===== config.mk =====
export PLATFORM = sky130hd
export DESIGN_NAME = retire_rat
export DESIGN_NICKNAME = d
export VERILOG_FILES = /design/src/rtl/retire_rat.sv
export SDC_FILE = /design/constraint.sdc
export NUM_CORES = 1
export LEC_CHECK = 0
export CAP_MARGIN = 20
export CORE_MARGIN = 4
export CORE_UTILIZATION = 35
export DETAILED_ROUTE_END_ITERATION = 10
export PLACE_DENSITY = 0.61
export SETUP_SLACK_MARGIN = 0.05
export SLEW_MARGIN = 20
export SYNTH_ARGS = -nofsm -noshare
export SYNTH_HDL_FRONTEND = slang
export SYNTH_SLANG_ARGS = --single-unit

===== constraint.sdc =====
create_clock -name clk -period 9.3 [get_ports clk]
set_clock_uncertainty 0.15 [all_clocks]
set_input_delay 2.325 -clock clk [delete_from_list [all_inputs] [get_ports clk]]
set_output_delay 2.325 -clock clk [all_outputs]
set_load 0.02 [all_outputs]

===== src/rtl/retire_rat.sv =====
// Retirement register alias table: committed arch->phys map, in-order lane frees, retire counter.
// Optional retired-instruction counter built only when RETIRE_COUNT_EN is defined.
module retire_rat #(
    parameter int DISPATCH_WIDTH       = 2,
    parameter int PHYS_REGS_ADDR_WIDTH = 6
) (
    input  logic                                                 clk,
    input  logic                                                 rst,
    input  logic [DISPATCH_WIDTH-1:0]                            commit_en,
    input  logic [DISPATCH_WIDTH-1:0][4:0]                       commit_arch_rd,
    input  logic [DISPATCH_WIDTH-1:0][PHYS_REGS_ADDR_WIDTH-1:0]  commit_phys_rd,
    output logic [DISPATCH_WIDTH-1:0]                            free_en,
    output logic [DISPATCH_WIDTH-1:0][PHYS_REGS_ADDR_WIDTH-1:0]  free_phys_rd,
    input  logic [4:0]                                           rd_arch_addr,
    output logic [PHYS_REGS_ADDR_WIDTH-1:0]                      rd_phys,
    output logic [63:0]                                          retire_count
);
    localparam int PW = PHYS_REGS_ADDR_WIDTH;

    logic [31:0][PW-1:0]              map_q, map_d;
    logic [DISPATCH_WIDTH-1:0]        free_en_d;
    logic [DISPATCH_WIDTH-1:0][PW-1:0] free_phys_d;

    // Lanes applied oldest-first onto a working copy, so each lane frees the
    // mapping left by older lanes in the same cycle. Entry 0 is never written.
    always_comb begin
        map_d       = map_q;
        free_en_d   = '0;
        free_phys_d = '0;
        for (int i = 0; i < DISPATCH_WIDTH; i++) begin
            if (commit_en[i] && commit_arch_rd[i] != 5'd0) begin
                free_en_d[i]                = 1'b1;
                free_phys_d[i]              = map_d[commit_arch_rd[i]];
                map_d[commit_arch_rd[i]]    = commit_phys_rd[i];
            end
        end
    end

    always_ff @(posedge clk) begin
        if (rst) begin
            for (int i = 0; i < 32; i++) map_q[i] <= PW'(i);
            free_en      <= '0;
            free_phys_rd <= '0;
        end else begin
            map_q        <= map_d;
            free_en      <= free_en_d;
            free_phys_rd <= free_phys_d;
        end
    end

    assign rd_phys = map_q[rd_arch_addr];

`ifdef RETIRE_COUNT_EN
    logic [63:0] count_q, count_inc;

    always_comb begin
        count_inc = '0;
        for (int i = 0; i < DISPATCH_WIDTH; i++) count_inc = count_inc + 64'(commit_en[i]);
    end

    always_ff @(posedge clk) begin
        if (rst) count_q <= '0;
        else     count_q <= count_q + count_inc;
    end

    assign retire_count = count_q;
`else
    assign retire_count = '0;
`endif

endmodule


Word-level counts from Yosys, hierarchy flattened
Index checks and enable logic that the tools add are counted.
{"block": "totals", "reg_bits": 206, "latch_bits": 0, "ramBits": 0, "mem_bits_ro": 0, "in_bits": 31, "output_inout_bits": 84, "wordCells": 66, "mem_count": 0}
{"block": "classes", "n_addsub": 0, "mul": 0, "div": 0, "magnitude_cmp": 5, "n_eq_ne": 0, "n_shift": 0, "muxes": 16, "n_bitwise": 2, "reduce_logical": 8}
{"operator": "192-bit bitwise mux", "count": 2}
{"operator": "192-bit two-way mux", "count": 2}
{"operator": "6-bit binary-select mux with 5-bit select", "count": 3}
{"operator": "6-bit demux with 5-bit select", "count": 2}
{"operator": "6-bit two-way mux", "count": 5}
{"operator": "5-bit by 6-bit less-than comparator with 1-bit output (second input constant)", "count": 3}
{"operator": "5-bit by 1-bit greater-or-equal comparator with 1-bit output (second input constant)", "count": 2}
{"operator": "5-bit nonzero test", "count": 2}
{"operator": "1-bit logical AND", "count": 4}
{"operator": "2-bit OR reduction", "count": 2}
{"operator": "1-bit two-way mux", "count": 2}
{"operator": "1-bit inverter", "count": 2}

Logic depth before layout (Yosys ltp)
{"block": "logic_depth", "ltp_word": 8, "depth_mapped": 11, "depth_no_buf": 7}

Worst setup path before layout
OpenSTA, ideal clock, no wires.
{"block": "synth_timing", "path_type": "input -> output", "start": "input rd_arch_addr[0]", "end": "output rd_phys[5]", "arrival_time_ns": 4.466, "required_time_ns": 6.825, "path_slack_ns": 2.359, "cell_stages": 5, "n_path_buf": 2, "cell_sequence": "buf_1 > buf_2 > mux4_2 > mux4_2 > mux2_2"}
{"block": "synth_via", "elab_chain_cells": 2}
{"item": "from (decl)", "line_no": "14", "source": "input logic [4:0] rd_arch_addr,"}
{"item": "6-bit binary-select mux with 5-bit select", "line_no": "51", "source": "assign rd_phys = map_q[rd_arch_addr];"}
{"item": "6-bit two-way mux (not written as such)", "line_no": "51"}
{"item": "to (decl)", "line_no": "15", "source": "output logic [PHYS_REGS_ADDR_WIDTH-1:0] rd_phys,"}
No other way between the ends. The select of a mux whose other input is x is not followed.

Worst setup path after layout
{"block": "layout_timing", "start": "input rd_arch_addr[0]", "end": "output rd_phys[4]"}
Same word-level chain as after synthesis.

==> flow_metrics.tcl <==
set metrics [dict create \
    r2r_setup_slack_ns 6.36 \
    synth_cell_types 73 \
    worstReg2RegEnd "free_phys_rd[11]" \
    io_pins 115 \
    io_buffer_count 50 \
    synthXorXnorAreaFrac 0.000571 \
    ctsRootBufferMaster "clkbuf_16" \
    combPwrFrac 0.162 \
    die_x_um 217 \
    first_pass_iters 6 \
    rows 76 \
    grt_pass1_wl_um 121000 \
    synth_top_family_by_area "multiplexers" \
    holdBufCountCts 0 \
    switching_share 0.301 \
    gp_congestion 1.13 \
    cap_violations 0 \
    synth_cells 1792 \
    setup_viol 0 \
    post-route-min-period_ns 7.62 \
    grt.met3_usage 0.128 \
    dpl-instance-area_um2 16000 \
    die-area_um2 47200 \
    use_met2 0.511 \
    start_util 0.355 \
    fillers 4461 \
    synth.cell_area_um2 15300 \
    hp-start "map_q[0]" \
    vias 16100 \
    cts.sinks 206 \
    vias_per_cell 6.87 \
    hold_path_end "map_q[0]" \
    critPathKind "input port to primary output" \
    cts-resized-gates 0 \
    ir_drop_v 0.0000982 \
    rsz0062_at_grt "false" \
    layout.cells.non_filler 2349 \
    relSlewSlack 0.232 \
    clockBufferDepth 3 \
    avgSynthCellArea_um2 8.56 \
    detail-route-antenna-nets 0 \
    cts-buffers-inserted 26 \
    yosys.area_share.simple 0.213 \
    die_h_um 217 \
    crit_required_ns 6.83 \
    dp.final_hpwl_um 63800 \
    power.density_nw_per_um2 148 \
    core_um2 43200 \
    yosysTopAreaCell "dfxtp_1" \
    area_delta_synth_final_pct 10.5 \
    critPathArrivalTime_ns 5.14 \
    synth_seq_area_share 0.269 \
    drtIter0Drc 2671 \
    synthTopCellsByArea "dfxtp_1 (27%), mux4_2 (17%), mux2i_1 (7.2%), nor2_1 (5.3%), nand2_1 (4.9%)" \
    report.final.slew_viol_count 0 \
    hold_class "flop to flop" \
    fmax_mhz 131 \
    wl_per_cell_um 37.6 \
    grt_pass1_vias 14700 \
    synthAdderAreaFrac 0 \
    antenna_found_initial 3 \
    ys.flop_type "dfxtp_1" \
    post-route-util 0.393 \
    p_int_mw 1.75 \
    net-switching-power_mw 0.754 \
    cts_tree "done" \
    grt.busiest_layer "met2" \
    grtUsageTotal 0.360 \
    yosys_warnings 0 \
    clockPowerShare 0.466 \
    synth_edf_count 0 \
    ys_ff_latch 206 \
    synth.top_cell.area_share 0.269 \
    worst_pin_slew_ns 1.15 \
    place_inst 2297 \
    hold_viol 0 \
    worst_slack_ns 1.68 \
    p_leak_nw 6.03 \
    r2r_start "map_q[89]" \
    synth_compound_area_frac 0.184 \
    fin_area_um2 17000 \
    status "completed" \
    crit_fanout 48 \
    tns_ns 0 \
    reg2regPathDepth 5 \
    gr-total-overflow 0 \
    drive_gt1_frac 0.159 \
    path_clk_slew_ns 0.07 \
    finalPower_mw 2.51 \
    finalWirelength_um 88300 \
    synthMuxAreaShare 0.252 \
    drc 0 \
    period_share 0.819 \
    cts_setup_buffers 0 \
    whs_ns 0.363 \
    seqPwrFrac 0.371 \
    insertion_delay_ns 0.58 \
    grt_max_degree 90 \
    pre_cts_ws_ns 1.69 \
    ctsHtreeMaxLevel 1 \
    cp-start-kind "input port" \
    nets 1771 \
    critPathCaptureType "primary output" \
    grt_use_met1 0.476 \
    synthArstFlopShare 0 \
    holdPathStages 1 \
]
how the worst max path moves through the flow:
stage	to	slack, ns	start	depth (start not counted)
3_5_place_dp	rd_phys[4]	1.69	rd_arch_addr[0]	5
3_3_place_gp	rd_phys[4]	1.76	rd_arch_addr[0]	5
6_report	rd_phys[4]	1.68	rd_arch_addr[0]	5
5_1_grt	rd_phys[4]	1.57	rd_arch_addr[0]	5
4_1_cts	rd_phys[4]	1.68	rd_arch_addr[0]	5
2_1_floorplan	rd_phys[5]	2.36	rd_arch_addr[0]	5
worst max-delay path, cell delays in order:
cell and delay, ns:
buf_4 0.68, mux4_2 0.63, mux4_2 0.56, mux2_2 0.31, clkdlybuf4s50_1 0.54
metal layers:
metal  up-vias  routed length, um
li1       6467                  -
met1      7925              33400
met2      1389              35800
met3       357              12300
met4         4               6750
met5         -                 24
layout make-up:
type | instances | area (um^2) | share of cell area
clock buffer | 34 | 742 | 0.0438
antenna | 4 | 10.0 | 0.000590
multi-input combinational | 1398 | 10200 | 0.603
tap | 585 | 732 | 0.0432
inverter | 3 | 11.3 | 0.000664
sequential | 206 | 4120 | 0.243
timing repair buffer | 105 | 881 | 0.0519
clock inverter | 14 | 231 | 0.0137
cells in the mapped netlist, drive strengths merged (11+ instances only):
cell type,instances
nor2,218
or2,22
nor4,11
dfxtp,206
o21ai,96
nor2b,15
o22ai,16
mux4,114
buf,112
a211oi,86
o211ai,13
a221oi,11
nand4,11
mux2i,111
a22oi,16
a311oi,28
clkbuf,136
mux2,16
nand2,203
nand2b,68
nand3,54
a32oi,18
a21oi,62
nor3,23
state kept, by name, summed over array words and instances, names as in the netlist:
name          cells
map_q           192
free_phys_rd     12
free_en           2
cells in the final DEF, fill, tap and decap left out, types with 18 or more instances in the layout:
| cell | instances |
|---|---|
| dfxtp_1 | 206 |
| mux4_2 | 114 |
| nand2b_1 | 68 |
| nand2_1 | 199 |
| a211oi_1 | 86 |
| clkdlybuf4s50_1 | 42 |
| clkbuf_16 | 27 |
| a21oi_1 | 62 |
| a311oi_1 | 28 |
| or2_2 | 22 |
| nor3_1 | 23 |
| nand3_1 | 54 |
| buf_4 | 58 |
| conb_1 | 64 |
| nor2_1 | 215 |
| o21ai_0 | 96 |
| mux2i_1 | 111 |
| a32oi_1 | 18 |
cells by family after synthesis:
logic type,after synthesis
mux,241
xor+xnor,1
flops,206
buf+inv,251
other cells,1
compound gates,410
simple gates,682
power groups by stage:
stage	clock [mW]	sequential, mW	combinational [mW]
floorplan	0	0.934	0.259
global placement	0	0.949	0.386
detailed placement	0	0.947	0.389
CTS	1.17	0.928	0.391
global route	1.21	0.930	0.414
finish	1.17	0.931	0.407
(Power assumes the default switching activity.)
